### src/rtl/vector_wb_demux_if.sv
// Bus bundle for vector_wb_demux: result-vector input, VRF write port and serial beat port.
// Optional lane-mask signals exist only when VECTOR_WB_DEMUX_LANE_MASK_EN is defined.
interface vector_wb_demux_if #(
  parameter int unsigned DATA_W = 32,
  parameter int unsigned ADDR_W = 4
);
  logic              in_valid;
  logic              in_ready;
  logic              control;
  logic [ADDR_W-1:0] in_addr;
  logic [DATA_W-1:0] res1, res2, res3, res4, res5, res6, res7, res8;

  logic              vrf_we;
  logic [ADDR_W-1:0] vrf_waddr;
  logic [DATA_W-1:0] vrf_wdata1, vrf_wdata2, vrf_wdata3, vrf_wdata4;
  logic [DATA_W-1:0] vrf_wdata5, vrf_wdata6, vrf_wdata7, vrf_wdata8;

  logic              sout_valid;
  logic              sout_ready;
  logic [DATA_W-1:0] sout_data;
  logic [2:0]        sout_lane;
  logic              sout_last;

`ifdef VECTOR_WB_DEMUX_LANE_MASK_EN
  logic [7:0]        lane_mask;
  logic [7:0]        vrf_wmask;
`endif

  // Demux side
  modport slave (
    input  in_valid, control, in_addr,
    input  res1, res2, res3, res4, res5, res6, res7, res8,
    output in_ready,
    output vrf_we, vrf_waddr,
    output vrf_wdata1, vrf_wdata2, vrf_wdata3, vrf_wdata4,
    output vrf_wdata5, vrf_wdata6, vrf_wdata7, vrf_wdata8,
    output sout_valid, sout_data, sout_lane, sout_last,
    input  sout_ready
`ifdef VECTOR_WB_DEMUX_LANE_MASK_EN
    , input lane_mask
    , output vrf_wmask
`endif
  );

  // Producer / consumer side
  modport master (
    output in_valid, control, in_addr,
    output res1, res2, res3, res4, res5, res6, res7, res8,
    input  in_ready,
    input  vrf_we, vrf_waddr,
    input  vrf_wdata1, vrf_wdata2, vrf_wdata3, vrf_wdata4,
    input  vrf_wdata5, vrf_wdata6, vrf_wdata7, vrf_wdata8,
    input  sout_valid, sout_data, sout_lane, sout_last,
    output sout_ready
`ifdef VECTOR_WB_DEMUX_LANE_MASK_EN
    , output lane_mask
    , input vrf_wmask
`endif
  );
endinterface

### src/rtl/vector_wb_demux.sv
// Routes an 8-lane result vector either to the vector register file (one-cycle
// write pulse) or out of a serial port one lane per handshake.
// Optional feature macro: VECTOR_WB_DEMUX_LANE_MASK_EN adds lane_mask/vrf_wmask
// and restricts serial emission to the masked lanes.
module vector_wb_demux #(
  parameter int unsigned DATA_W = 32,
  parameter int unsigned ADDR_W = 4
) (
  input logic             clk,
  input logic             rst,
  vector_wb_demux_if.slave bus
);
  localparam int unsigned LANES  = 8;
  localparam int unsigned LANE_W = 3;

  typedef enum logic {IDLE, SERIAL} state_t;

  state_t              state_q, state_d;
  logic [LANE_W-1:0]   ptr_q, ptr_d;
  logic [LANES-1:0]    mask_q, mask_d;
  logic [DATA_W-1:0]   buf_q [LANES];
  logic [DATA_W-1:0]   buf_d [LANES];
  logic [DATA_W-1:0]   sdata_q, sdata_d;
  logic                slast_q, slast_d;
  logic                we_q, we_d;
  logic [ADDR_W-1:0]   waddr_q, waddr_d;
  logic [DATA_W-1:0]   wdata_q [LANES];
  logic [DATA_W-1:0]   wdata_d [LANES];
  logic [LANES-1:0]    wmask_q, wmask_d;
  logic [DATA_W-1:0]   lanes_in [LANES];
  logic [LANES-1:0]    in_mask;
  logic                accept;

  // Lowest set lane at or above lo (0 when none).
  function automatic logic [LANE_W-1:0] lowest_from(input logic [LANES-1:0] m, input int lo);
    logic [LANE_W-1:0] r;
    r = '0;
    for (int i = LANES - 1; i >= 0; i--) begin
      if (m[i] && i >= lo) r = LANE_W'(i);
    end
    return r;
  endfunction

  // Highest set lane (0 when none).
  function automatic logic [LANE_W-1:0] highest_set(input logic [LANES-1:0] m);
    logic [LANE_W-1:0] r;
    r = '0;
    for (int i = 0; i < LANES; i++) begin
      if (m[i]) r = LANE_W'(i);
    end
    return r;
  endfunction

  // Next-state and next-output logic.
  always_comb begin
    lanes_in = '{bus.res1, bus.res2, bus.res3, bus.res4,
                 bus.res5, bus.res6, bus.res7, bus.res8};
`ifdef VECTOR_WB_DEMUX_LANE_MASK_EN
    in_mask  = bus.lane_mask;
`else
    in_mask  = '1;
`endif
    accept   = bus.in_valid && (state_q == IDLE);

    state_d  = state_q;
    ptr_d    = ptr_q;
    mask_d   = mask_q;
    buf_d    = buf_q;
    sdata_d  = sdata_q;
    slast_d  = slast_q;
    we_d     = 1'b0;
    waddr_d  = waddr_q;
    wdata_d  = wdata_q;
    wmask_d  = wmask_q;

    case (state_q)
      IDLE: begin
        if (accept) begin
          if (!bus.control) begin
            we_d    = 1'b1;
            waddr_d = bus.in_addr;
            wdata_d = lanes_in;
            wmask_d = in_mask;
          end else if (in_mask != '0) begin
            // Empty mask drops the vector without leaving IDLE.
            state_d = SERIAL;
            buf_d   = lanes_in;
            mask_d  = in_mask;
            ptr_d   = lowest_from(in_mask, 0);
            sdata_d = lanes_in[ptr_d];
            slast_d = (ptr_d == highest_set(in_mask));
          end
        end
      end
      SERIAL: begin
        if (bus.sout_ready) begin
          if (slast_q) begin
            state_d = IDLE;
            ptr_d   = '0;
            slast_d = 1'b0;
          end else begin
            ptr_d   = lowest_from(mask_q, int'(ptr_q) + 1);
            sdata_d = buf_q[ptr_d];
            slast_d = (ptr_d == highest_set(mask_q));
          end
        end
      end
      default: state_d = IDLE;
    endcase
  end

  // State and output registers with synchronous reset.
  always_ff @(posedge clk) begin
    if (rst) begin
      state_q <= IDLE;
      ptr_q   <= '0;
      mask_q  <= '0;
      sdata_q <= '0;
      slast_q <= 1'b0;
      we_q    <= 1'b0;
      waddr_q <= '0;
      wmask_q <= '0;
      for (int i = 0; i < LANES; i++) begin
        buf_q[i]   <= '0;
        wdata_q[i] <= '0;
      end
    end else begin
      state_q <= state_d;
      ptr_q   <= ptr_d;
      mask_q  <= mask_d;
      sdata_q <= sdata_d;
      slast_q <= slast_d;
      we_q    <= we_d;
      waddr_q <= waddr_d;
      wmask_q <= wmask_d;
      buf_q   <= buf_d;
      wdata_q <= wdata_d;
    end
  end

  assign bus.in_ready   = (state_q == IDLE);
  assign bus.sout_valid = (state_q == SERIAL);
  assign bus.sout_data  = sdata_q;
  assign bus.sout_lane  = ptr_q;
  assign bus.sout_last  = slast_q;
  assign bus.vrf_we     = we_q;
  assign bus.vrf_waddr  = waddr_q;
  assign bus.vrf_wdata1 = wdata_q[0];
  assign bus.vrf_wdata2 = wdata_q[1];
  assign bus.vrf_wdata3 = wdata_q[2];
  assign bus.vrf_wdata4 = wdata_q[3];
  assign bus.vrf_wdata5 = wdata_q[4];
  assign bus.vrf_wdata6 = wdata_q[5];
  assign bus.vrf_wdata7 = wdata_q[6];
  assign bus.vrf_wdata8 = wdata_q[7];
`ifdef VECTOR_WB_DEMUX_LANE_MASK_EN
  assign bus.vrf_wmask  = wmask_q;
`else
  // Mask register only feeds the optional output.
  logic unused_wmask;
  assign unused_wmask = ^wmask_q;
`endif
endmodule

### src/flat_wrapper.sv
// flat-port wrapper written by rule: the top's interface ports become plain ports
module vector_wb_demux_flat 
#(
  parameter int unsigned DATA_W = 32,
  parameter int unsigned ADDR_W = 4
)
  (clk, rst, bus_in_valid, bus_control, bus_in_addr, bus_res1, bus_res2, bus_res3, bus_res4, bus_res5, bus_res6, bus_res7, bus_res8, bus_in_ready, bus_vrf_we, bus_vrf_waddr, bus_vrf_wdata1, bus_vrf_wdata2, bus_vrf_wdata3, bus_vrf_wdata4, bus_vrf_wdata5, bus_vrf_wdata6, bus_vrf_wdata7, bus_vrf_wdata8, bus_sout_valid, bus_sout_data, bus_sout_lane, bus_sout_last, bus_sout_ready);
  vector_wb_demux_if #(.DATA_W(DATA_W), .ADDR_W(ADDR_W)) bus_i ();
  input logic clk;
  input logic rst;
  input wire logic [$bits(bus_i.in_valid)-1:0] bus_in_valid;
  input wire logic [$bits(bus_i.control)-1:0] bus_control;
  input wire logic [$bits(bus_i.in_addr)-1:0] bus_in_addr;
  input wire logic [$bits(bus_i.res1)-1:0] bus_res1;
  input wire logic [$bits(bus_i.res2)-1:0] bus_res2;
  input wire logic [$bits(bus_i.res3)-1:0] bus_res3;
  input wire logic [$bits(bus_i.res4)-1:0] bus_res4;
  input wire logic [$bits(bus_i.res5)-1:0] bus_res5;
  input wire logic [$bits(bus_i.res6)-1:0] bus_res6;
  input wire logic [$bits(bus_i.res7)-1:0] bus_res7;
  input wire logic [$bits(bus_i.res8)-1:0] bus_res8;
  output wire logic [$bits(bus_i.in_ready)-1:0] bus_in_ready;
  output wire logic [$bits(bus_i.vrf_we)-1:0] bus_vrf_we;
  output wire logic [$bits(bus_i.vrf_waddr)-1:0] bus_vrf_waddr;
  output wire logic [$bits(bus_i.vrf_wdata1)-1:0] bus_vrf_wdata1;
  output wire logic [$bits(bus_i.vrf_wdata2)-1:0] bus_vrf_wdata2;
  output wire logic [$bits(bus_i.vrf_wdata3)-1:0] bus_vrf_wdata3;
  output wire logic [$bits(bus_i.vrf_wdata4)-1:0] bus_vrf_wdata4;
  output wire logic [$bits(bus_i.vrf_wdata5)-1:0] bus_vrf_wdata5;
  output wire logic [$bits(bus_i.vrf_wdata6)-1:0] bus_vrf_wdata6;
  output wire logic [$bits(bus_i.vrf_wdata7)-1:0] bus_vrf_wdata7;
  output wire logic [$bits(bus_i.vrf_wdata8)-1:0] bus_vrf_wdata8;
  output wire logic [$bits(bus_i.sout_valid)-1:0] bus_sout_valid;
  output wire logic [$bits(bus_i.sout_data)-1:0] bus_sout_data;
  output wire logic [$bits(bus_i.sout_lane)-1:0] bus_sout_lane;
  output wire logic [$bits(bus_i.sout_last)-1:0] bus_sout_last;
  input wire logic [$bits(bus_i.sout_ready)-1:0] bus_sout_ready;
  assign bus_i.in_valid = bus_in_valid;
  assign bus_i.control = bus_control;
  assign bus_i.in_addr = bus_in_addr;
  assign bus_i.res1 = bus_res1;
  assign bus_i.res2 = bus_res2;
  assign bus_i.res3 = bus_res3;
  assign bus_i.res4 = bus_res4;
  assign bus_i.res5 = bus_res5;
  assign bus_i.res6 = bus_res6;
  assign bus_i.res7 = bus_res7;
  assign bus_i.res8 = bus_res8;
  assign bus_in_ready = bus_i.in_ready;
  assign bus_vrf_we = bus_i.vrf_we;
  assign bus_vrf_waddr = bus_i.vrf_waddr;
  assign bus_vrf_wdata1 = bus_i.vrf_wdata1;
  assign bus_vrf_wdata2 = bus_i.vrf_wdata2;
  assign bus_vrf_wdata3 = bus_i.vrf_wdata3;
  assign bus_vrf_wdata4 = bus_i.vrf_wdata4;
  assign bus_vrf_wdata5 = bus_i.vrf_wdata5;
  assign bus_vrf_wdata6 = bus_i.vrf_wdata6;
  assign bus_vrf_wdata7 = bus_i.vrf_wdata7;
  assign bus_vrf_wdata8 = bus_i.vrf_wdata8;
  assign bus_sout_valid = bus_i.sout_valid;
  assign bus_sout_data = bus_i.sout_data;
  assign bus_sout_lane = bus_i.sout_lane;
  assign bus_sout_last = bus_i.sout_last;
  assign bus_i.sout_ready = bus_sout_ready;
  vector_wb_demux #(.DATA_W(DATA_W), .ADDR_W(ADDR_W)) u_core (.clk(clk), .rst(rst), .bus(bus_i));
endmodule
### config.mk
export PLATFORM = sky130hd
export DESIGN_NAME = vector_wb_demux_flat
export DESIGN_NICKNAME = d
export VERILOG_FILES = /design/src/rtl/vector_wb_demux_if.sv /design/src/rtl/vector_wb_demux.sv /design/src/flat_wrapper.sv
export SDC_FILE = /design/constraint.sdc
export NUM_CORES = 1
export LEC_CHECK = 0
export ABC_AREA = 0
export ABC_CLOCK_PERIOD_IN_PS = 2540
export BUFFER_PORTS_ARGS = -buffer_cell sky130_fd_sc_hd__buf_2
export CAP_MARGIN = 20
export CORE_MARGIN = 10
export CORE_UTILIZATION = 53
export CTS_BUF_LIST = sky130_fd_sc_hd__clkbuf_16
export CTS_CLUSTER_DIAMETER = 100
export CTS_CLUSTER_SIZE = 20
export DETAILED_ROUTE_END_ITERATION = 10
export MAX_ROUTING_LAYER = met4
export PLACE_DENSITY = 0.82
export SLEW_MARGIN = 10
export SYNTH_ARGS = -nofsm -noshare
export SYNTH_HDL_FRONTEND = slang
export SYNTH_SLANG_ARGS = --single-unit
export TNS_END_PERCENT = 20
### constraint.sdc
create_clock -name clk -period 2.54 [get_ports clk]
set_input_delay 0 -clock clk [delete_from_list [all_inputs] [get_ports clk]]
set_output_delay 0 -clock clk [all_outputs]
set_load 0.03 [all_outputs]
==> flow_summary_export.csv, run 1 <==
group,metric,value,unit
run_status,status,"completed",
timing,rsz0062_at_grt,"false",
placement,place_congestion,0.988,
global_route,overflow,0,
placement,hpwl,66800,um
clocking,worstSkewPairLatency,0.61,ns
synth,ys_seq_elements,555,
pwr,p_leak,11.8,nW
floorplan,core,0.0398,mm^2
synth,netlist_area,0.0214,mm^2
route,wirelength,95900,um
synth,seq_area_frac_synth,52.0,%
synth,synth_largest_area_cell,"dfxtp_1",
synth,synthCells,2884,
job,maxCapViolations,0,
timing,hold_violations,0,
route,first_pass_iters,6,
global_route,grt_pass1_wl,141000,um
floorplan,rows,73,
timing,period_needed,2.39,ns
clocking,cts_tree,"yes",
worst_setup_path,critPathKind,"register to register",
worst_setup_path,path_max_fanout,16,
timing,setup_viol,0,
worst_setup_path,rrSetupSlack,0.15,ns
synth,synth_area_leaders,"dfxtp_1, nand2_1, a21oi_1",
timing,post-route-period-util,94.0,%
synth,synth_cell_types,43,
cells_and_area,final.fill_count,2964,
global_route,grt_pass1_vias,23600,
cells_and_area,synthToLayoutAreaGrowth,32.3,%
timing,relSlewSlack,46.5,%
route,dr_total_vias,24100,
worst_setup_path,cp-endpoint,"u_core.bus.sout_data[10]",
worst_setup_path,r2r-start,"u_core.bus.sout_lane[1]",
floorplan,die_y,221,um
floorplan,die-area,0.0487,mm^2
clocking,clock-sinks,555,
clocking,cts_htree_levels,1,
clocking,clk_pin_slew,0.09,ns
global_route,antenna_found_initial,3,
timing,fin_setup_tns,0,ns
worst_setup_path,crit_required,3.09,ns
cells_and_area,layout_common_cells,"nand2_1, a21oi_1, buf_2, dfxtp_1, dlygate4sd3_1",
floorplan,die_w,221,um
route,avgViaCountPerCell,5.84,
placement,io_buffers,563,
pwr,power_density,614,mW/mm^2
clocking,numCtsBuffers,31,
min_path,hp-class,"input pin to register",
synth,yosys_warnings,0,
route,antenna_left,0,
worst_setup_path,crit_path_start,"u_core.bus.sout_lane[1]",
floorplan,initial_core_util,53.6,%
route,wl_per_cell,23.2,um
synth,synth.top_cell.area_share,52.0,%
cells_and_area,drive_above_1_share,19.5,%
pwr,max-vdd-ir-drop,584,uV
synth,syn_avg_cell_area,7.41,um^2
synth,synth_nets,3152,
route,drt_iter0_markers,2799,
timing,fin_skew,0.0197,ns
clocking,clockBufferDepth,3,
worst_setup_path,start_kind,"register",
timing,finalMaxSlewViolations,0,
clocking,cts-root-buf,"clkbuf_16",
timing,max_slew.worst_pin.slew,0.803,ns
worst_setup_path,r2r-end,"u_core.bus.sout_data[10]",
floorplan,io_pins,564,
placement,place_worst_setup_slack,0.0546,ns
cells_and_area,final_net_count,3868,
global_route,grt_max_degree,118,
cells_and_area,layout_commonest_cell,"nand2_1",
worst_setup_path,arrival,2.94,ns
route,drc,0,
timing,timing.fmax,419,MHz
timing,fin_ws,0.153,ns
global_route,grtUsageTotal,38.4,%
worst_setup_path,end_kind,"register",
worst_setup_path,r2r_cells,8,
worst max-delay path, stage by stage (launching register included):
cell and delay, ns:
dfxtp_1 0.49, ha_2 0.35, and3b_1 0.27, a31o_4 0.25, buf_4 0.27, buf_4 0.15
nand2_1 0.05, a31oi_1 0.29, a41o_1 0.21
report_power, final:
part           switching [mW]  internal, mW
clock                    2.82          2.16
combinational            1.89          1.02
sequential              0.350          9.12
per-layer routing:
metal / part of all wire (%) / vias up / wire, um / GRT usage, %
met5: 0 / - / 0 / -
met4: 5.4 / 0 / 5200 / 17.9
met3: 8.7 / 329 / 8350 / 6.66
met2: 48 / 1466 / 46300 / 63.4
met1: 38 / 11500 / 36000 / 44.8
li1: - / 10800 / - / -
timing repair:
action / in CTS / in global routing
buffers inserted: 0 / 5
hold endpoints to repair: 554 / 0
resized for setup: 0 / 5
hold buffers: 272 / 0
endpoints found under the setup margin: 0 / 32
worst min path at each step:
stage / end / cells past startpoint / from
finish: u_core.bus.vrf_wdata4[21] / 4 / bus_res4[21]
global route: u_core.bus.vrf_wdata4[27] / 4 / bus_res4[27]
CTS: u_core.bus.vrf_waddr[3] / 4 / bus_in_addr[3]
detailed placement: u_core.bus.vrf_waddr[3] / 3 / bus_in_addr[3]
global placement: u_core.bus.vrf_waddr[0] / 3 / bus_in_addr[0]
floorplan: u_core.buf_q[125] / 2 / bus_res5[29]
state kept, by name, indices dropped and copies added, names as in the netlist, 32 cells and up:
signal                 cells
u_core.buf_q             256
u_core.bus.sout_data      32
u_core.bus.vrf_wdata1     32
u_core.bus.vrf_wdata2     32
u_core.bus.vrf_wdata3     32
u_core.bus.vrf_wdata4     32
u_core.bus.vrf_wdata5     32
u_core.bus.vrf_wdata6     32
u_core.bus.vrf_wdata7     32
u_core.bus.vrf_wdata8     32
cells by family (layout without fill, tap and decap cells):
kind of cell / Yosys count / count (layout) / synth area share [%]
AO/OA/AOI/OAI: 667 / 667 / 17.0
XOR/XNOR: 2 / 2 / 0.117
adder cells (fa/ha/maj): 3 / 3 / 0.176
buffers and inverters: 231 / 946 / 4.69
flip-flops: 555 / 555 / 52.0
multiplexers: 1 / 1 / 0.0469
other: 0 / 8 / 0
AND/OR/NAND/NOR: 1425 / 1425 / 25.9
synth_stat cells, drive strengths merged:
cell / count
a21oi: 576
a221o: 8
a221oi: 7
a22oi: 2
a31o: 1
a31oi: 9
a32oi: 1
a41o: 8
a41oi: 1
and2: 1
and3: 1
and3b: 3
buf: 76
clkbuf: 150
dfxtp: 555
ha: 3
inv: 5
mux2i: 1
nand2: 1295
nand2b: 1
nand3: 107
nor2: 10
nor2b: 5
nor3: 1
o2111a: 1
o2111ai: 2
o211ai: 1
o21ai: 25
o31ai: 25
or4: 1
xnor2: 1
xor2: 1
per-stage QoR:
stage               area, um^2  util, %  cells  total power [mW]  hold slack [ns]
floorplan                21400        -   2884              11.0            0.136
global placement         24700     62.0   3815              12.1            0.240
detailed placement       24700     62.0   3815              12.1            0.258
CTS                      28200     70.8   4119              17.3            0.171
global route             28300     71.0   4127              17.9            0.208
finish                   28300     71.0   4132              17.4            0.197
layout make-up:
type | count | area (um^2) | area share, %
diodes | 8 | 20.0 | 0.0708
clock buffers | 31 | 776 | 2.74
clock inverters | 1 | 7.51 | 0.0266
inverters | 5 | 18.8 | 0.0664
multi-input cells | 2098 | 9340 | 33.0
flip-flops and latches | 555 | 11100 | 39.3
well taps | 525 | 657 | 2.32
repair buffers | 909 | 6340 | 22.4
Note: power is estimated with default switching activity, not from simulation.
==> inputs of run 2 (changes only) <==
--- a/config.mk
+++ b/config.mk
@@ -6,15 +6,15 @@
 export NUM_CORES = 1
 export LEC_CHECK = 0
 export ABC_AREA = 0
-export ABC_CLOCK_PERIOD_IN_PS = 2540
+export ABC_CLOCK_PERIOD_IN_PS = 2870
 export BUFFER_PORTS_ARGS = -buffer_cell sky130_fd_sc_hd__buf_2
 export CAP_MARGIN = 20
-export CORE_MARGIN = 10
-export CORE_UTILIZATION = 53
+export CORE_AREA = 10 10 211 213
 export CTS_BUF_LIST = sky130_fd_sc_hd__clkbuf_16
 export CTS_CLUSTER_DIAMETER = 100
 export CTS_CLUSTER_SIZE = 20
 export DETAILED_ROUTE_END_ITERATION = 10
+export DIE_AREA = 0 0 221 223
 export MAX_ROUTING_LAYER = met4
 export PLACE_DENSITY = 0.82
 export SLEW_MARGIN = 10
==> constraint.sdc (replaced) <==
create_clock -name clk -period 2.87 [get_ports clk]
set_input_delay 0 -clock clk [delete_from_list [all_inputs] [get_ports clk]]
set_output_delay 0 -clock clk [all_outputs]
set_load 0.03 [all_outputs]
==> run 2 against run 1 <==
Compared with the run above: clock power shrank 11%; register-to-register slack gained 0.05 ns; die area grew 1.1%; utilization shrank 1.6 points; critical path type unchanged; critical endpoint is now u_core.bus.sout_data[12]; clock skew shrank 0.0093 ns; combinational power shrank 13%.
==> flow_summary_export.csv, run 2 (synthesis gave the netlist of run 1 again) <==
group,metric,value,unit
cells_and_area,layout_common_cells,"nand2_1, a21oi_1, buf_2, dfxtp_1, dlygate4sd3_1",
route,drt_iter0_markers,2758,
worst_setup_path,crit_required,3.36,ns
clocking,cts-root-buf,"clkbuf_16",
global_route,antenna_found_initial,6,
placement,io_buffers,563,
clocking,cts-resized-gates,0,
worst_setup_path,crit_buf_inv,0,
floorplan,io_pins,564,
timing,finalMaxSlewViolations,0,
timing,timing.fmax,375,MHz
timing,max_slew.worst_pin.slew,0.662,ns
clocking,worstSkewPairLatency,0.60,ns
worst_setup_path,end_kind,"register",
cells_and_area,layout_commonest_cell,"nand2_1",
route,first_pass_iters,6,
route,drc,0,
floorplan,die_w,221,um
worst_setup_path,max_stage_delay,0.48,ns
worst_setup_path,critPathKind,"register to register",
timing,setup_viol,0,
cells_and_area,final_cell_area,0.0280,mm^2
floorplan,initial_core_util,52.9,%
timing,relSlewSlack,55.9,%
global_route,grt_max_degree,122,
global_route,grt_pass1_wl,137000,um
route,wirelength,90900,um
clocking,numCtsBuffers,31,
worst_setup_path,critical_path.top_delay_family,"compound AO/OA/AOI/OAI gates",
timing,whs,0.0405,ns
clocking,cts_htree_levels,1,
placement,hpwl,63800,um
timing,post-route-period-util,92.9,%
pwr,power_density,546,mW/mm^2
timing,hold_violations,0,
route,wl_per_cell,22.1,um
cells_and_area,multi_input_area,0.00932,mm^2
floorplan,rows,74,
floorplan,core,0.0404,mm^2
cells_and_area,synthToLayoutAreaGrowth,31.2,%
clocking,clk_pin_slew,0.09,ns
route,avgViaCountPerCell,5.69,
global_route,overflow,0,
route,dr_total_vias,23400,
timing,period_needed,2.67,ns
floorplan,die-area,0.0493,mm^2
timing,fin_skew,0.0104,ns
route,antenna_left,0,
job,maxCapViolations,0,
worst_setup_path,rrSetupSlack,0.20,ns
run_status,status,"completed",
worst_setup_path,slowest_stage,"dfxtp_1",
worst_setup_path,crit_chain,"ha_1 > and3b_1 > a31o_4 > nand2_2 > a21oi_1 > o31ai_1",
worst_setup_path,path_max_fanout,32,
cells_and_area,final.fill_count,3230,
cells_and_area,largest_reg_flops,256,
min_path,hp-class,"input pin to register",
pwr,max-vdd-ir-drop,462,uV
floorplan,die_y,223,um
placement,dpl_cell_area,0.0245,mm^2
cells_and_area,drive_above_1_share,19.0,%
cells_and_area,final-seq-area,0.0111,mm^2
clocking,clock-sinks,555,
placement,place_congestion,1.02,
global_route,grt_pass1_vias,22600,
global_route,gr-usage-met3,6.47,%
cells_and_area,regMostFlops,"u_core.buf_q",
global_route,grtUsageMet2,59.2,%
worst_setup_path,start_kind,"register",
global_route,met1_usage,41.6,%
pwr,total_power,15.3,mW
worst_setup_path,arrival,3.15,ns
timing,rsz0062_at_grt,"false",
timing,fin_setup_tns,0,ns
clocking,cts_tree,"yes",
pwr,p_leak,11.7,nW
global_route,grt.busiest_layer,"met2",
cells_and_area,final_net_count,3846,
clocking,clockBufferDepth,3,
global_route,grtUsageTotal,35.9,%
cells_and_area,utilization,69.4,%
run 2: area by class of cell:
cell class / count / area share (%)
Antenna cell: 6 / 0.0536
Clock buffer: 31 / 2.77
Clock inverter: 1 / 0.0268
Inverter: 5 / 0.0670
Multi-Input combinational cell: 2098 / 33.3
Sequential cell: 555 / 39.7
Tap cell: 532 / 2.38
Timing Repair Buffer: 887 / 21.8
run 2: what timing repair did:
action,in CTS,in global routing
buffers inserted,0,0
hold buffers,267,0
hold endpoints to repair,554,0
run 2: worst min-delay path, delay by kind of cell:
kind	cells	cell delay (ns)
buffers and inverters	1	0.14
AOI/OAI and AO/OA	1	0.05
and+or+nand+nor	2	0.40
run 2: metrics by stage:
stage	setup WS, ns	std cells
2_1_floorplan	0.692	2884
3_3_place_gp	0.405	3810
3_5_place_dp	0.320	3810
4_1_cts	0.306	4109
5_1_grt	0.103	4115
6_report	0.205	4115
run 2: final timing paths:
path	startpoint	end	depth (start not counted)
max reg2reg	u_core.bus.sout_lane[1]	u_core.bus.sout_data[12]	6
max	u_core.bus.sout_lane[1]	u_core.bus.sout_data[12]	6
min	bus_in_valid	u_core.bus.vrf_wdata6[20]	4
min reg2reg	u_core.bus.vrf_wdata1[30]	u_core.bus.vrf_wdata1[30]	2
run 2: metal layers:
| metal | part of all wire, % | routed length (um) | up-vias |
|---|---|---|---|
| met2 | 48 | 43700 | 1344 |
| met3 | 8.7 | 7930 | 313 |
| met5 | 0 | 0 | - |
| met4 | 6.0 | 5450 | 0 |
| met1 | 37 | 33800 | 11000 |
| li1 | - | - | 10800 |
run 2: where the power goes:
part           internal (mW)  switching (mW)  total (mW)  leakage (nW)
clock network           1.92            2.50        4.42         0.382
registers               8.07           0.270        8.34          4.53
logic                  0.886            1.66        2.54          6.80
==> inputs of run 3 (changes only) <==
--- a/config.mk
+++ b/config.mk
@@ -7,7 +7,6 @@
 export LEC_CHECK = 0
 export ABC_AREA = 0
 export ABC_CLOCK_PERIOD_IN_PS = 2870
-export BUFFER_PORTS_ARGS = -buffer_cell sky130_fd_sc_hd__buf_2
 export CAP_MARGIN = 20
 export CORE_AREA = 10 10 211 213
 export CTS_BUF_LIST = sky130_fd_sc_hd__clkbuf_16
@@ -15,8 +14,9 @@
 export CTS_CLUSTER_SIZE = 20
 export DETAILED_ROUTE_END_ITERATION = 10
 export DIE_AREA = 0 0 221 223
+export DONT_BUFFER_PORTS = 1
 export MAX_ROUTING_LAYER = met4
-export PLACE_DENSITY = 0.82
+export PLACE_DENSITY = 0.7
 export SLEW_MARGIN = 10
 export SYNTH_ARGS = -nofsm -noshare
 export SYNTH_HDL_FRONTEND = slang
==> run 3 against run 2 <==
Compared with the run above: total power is 0.74% lower; largest power group unchanged; critical endpoint is now u_core.bus.vrf_wdata3[23]; via count is 2.1% lower; die area stayed put.
==> flow_summary_export.csv, run 3 (synthesis gave the netlist of run 1 again) <==
group,metric,value,unit
placement,io_buffers,0,
worst_setup_path,r2r_cells,6,
clocking,cts_tree,"yes",
timing,fin_setup_tns,0,ns
clocking,cts_htree_levels,1,
route,drt_iter0_markers,2875,
cells_and_area,regMostFlops,"u_core.buf_q",
floorplan,rows,74,
min_path,min_to,"u_core.bus.vrf_wdata6[28]",
floorplan,initial_core_util,52.9,%
timing,setup_viol,0,
cells_and_area,drive_above_1_share,3.04,%
route,avgViaCountPerCell,5.94,
pwr,p_leak,11.2,nW
global_route,grt_pass1_wl,142000,um
worst_setup_path,rrSetupSlack,0.28,ns
floorplan,die-area,0.0493,mm^2
floorplan,core,0.0404,mm^2
pwr,cell_internal_pwr,10.9,mW
route,wirelength,94200,um
route,drc,0,
worst_setup_path,end_kind,"register",
clocking,clockBufferDepth,3,
timing,fin_skew,0.0300,ns
timing,post-route-period-util,90.3,%
worst_setup_path,r2r-end,"u_core.bus.vrf_wdata3[23]",
job,maxCapViolations,0,
route,first_pass_iters,5,
pwr,max-vdd-ir-drop,505,uV
pwr,power_density,535,mW/mm^2
timing,whs,0.00685,ns
cells_and_area,layout_commonest_cell,"nand2_1",
worst_setup_path,path_max_fanout,131,
timing,relSlewSlack,38.1,%
clocking,clock-sinks,555,
timing,rsz0062_at_grt,"false",
timing,hold_violations,0,
floorplan,io_pins,564,
clocking,numCtsBuffers,31,
cells_and_area,largest_reg_flops,256,
global_route,grtUsageTotal,37.1,%
placement,place_congestion,1.05,
route,antenna_left,0,
pwr,clkPwrFrac,29.5,%
placement,hpwl,61700,um
clocking,clk_pin_slew,0.09,ns
route,dr_total_vias,22900,
clocking,post_cts_buffers,0,
clocking,worstSkewPairLatency,0.62,ns
pwr,pwr-share-seq,58.1,%
run_status,status,"completed",
worst_setup_path,crit_required,3.43,ns
floorplan,die_y,223,um
pwr,power.switching,4.34,mW
min_path,holdCritStartpoint,"bus_in_valid",
route,wl_per_cell,24.4,um
cells_and_area,final_net_count,3590,
clocking,cts-root-buf,"clkbuf_16",
min_path,hold-path-cell-count,4,
cells_and_area,synthToLayoutAreaGrowth,32.9,%
timing,max_slew.worst_pin.slew,0.929,ns
timing,timing.fmax,386,MHz
worst_setup_path,start_kind,"register",
worst_setup_path,arrival,3.15,ns
worst_setup_path,r2r-start,"u_core.bus.sout_valid",
floorplan,die_w,221,um
worst_setup_path,critPathKind,"register to register",
placement,place_worst_setup_slack,0.154,ns
timing,fin_ws,0.279,ns
cells_and_area,layout_common_cells,"nand2_1, dlygate4sd3_1, a21oi_1, dfxtp_1, nand3_1",
global_route,overflow,0,
global_route,antenna_found_initial,8,
global_route,grt_max_degree,374,
min_path,hp-class,"input pin to register",
pwr,p_comb_share,12.4,%
timing,finalMaxSlewViolations,0,
global_route,grt_pass1_vias,22400,
pwr,swShare,28.6,%
timing,period_needed,2.59,ns
[run 3: worst max-delay path by stage]
stage	from	to	slack [ns]	cells after the start
finish	u_core.bus.sout_valid	u_core.bus.vrf_wdata3[23]	0.28	6
CTS	u_core.bus.sout_lane[0]	u_core.bus.sout_data[16]	0.15	6
detailed placement	u_core.bus.sout_lane[0]	u_core.bus.sout_data[16]	0.15	6
global route	u_core.bus.sout_lane[0]	u_core.bus.sout_data[20]	0.08	7
floorplan	u_core.bus.sout_lane[0]	u_core.bus.sout_data[17]	0.69	9
global placement	u_core.bus.sout_lane[0]	u_core.bus.sout_data[8]	0.23	6
[run 3: repair_timing]
action / CTS / global route
resized for setup: 0 / 2
setup endpoints to repair: 0 / 3
endpoints found under the hold margin: 555 / 0
hold buffers: 594 / 0
[run 3: layout make-up]
type	instances	area, um^2
diodes	9	22.5
clock buffers	31	776
clock inverters	1	7.51
fillers	3129	12000
inverters	5	18.8
multi-input cells	2098	9330
flip-flops and latches	555	11100
well taps	532	666
repair buffers	631	6450
[run 3: per-stage QoR]
| step | power, mW | utilization [%] | cell area, um^2 | instances |
|---|---|---|---|---|
| after floorplan | 9.74 | - | 21400 | 2884 |
| after global placement | 10.0 | 53.5 | 21600 | 3226 |
| after detailed placement | 10.1 | 53.5 | 21600 | 3226 |
| after CTS | 15.1 | 70.2 | 28300 | 3852 |
| after global routing | 15.6 | 70.3 | 28400 | 3861 |
| final | 15.2 | 70.3 | 28400 | 3862 |
[run 3: metal layers]
metal / wire length (um) / up-vias / global-route usage [%]
met3: 9500 / 303 / 9.26
met4: 5210 / 0 / 17.5
li1: - / 10300 / -
met5: 0 / - / -
met2: 44700 / 1322 / 59.3
met1: 34700 / 11000 / 43.4
[run 3: critical path, stage by stage, from the launching register on]
cell	delay, ns
dfxtp_2	0.41
inv_1	0.30
and3_4	0.29
buf_12	0.36
nand2_1	0.17
a21oi_1	0.22
dlygate4sd3_1	0.61
[run 3: power groups by stage]
stage	sequential, mW	combinational (mW)	clock, mW
4_1_cts	8.81	1.80	4.45
6_report	8.83	1.88	4.48
3_3_place_gp	8.99	1.05	0
2_1_floorplan	8.82	0.916	0
5_1_grt	8.86	2.03	4.73
3_5_place_dp	8.99	1.07	0
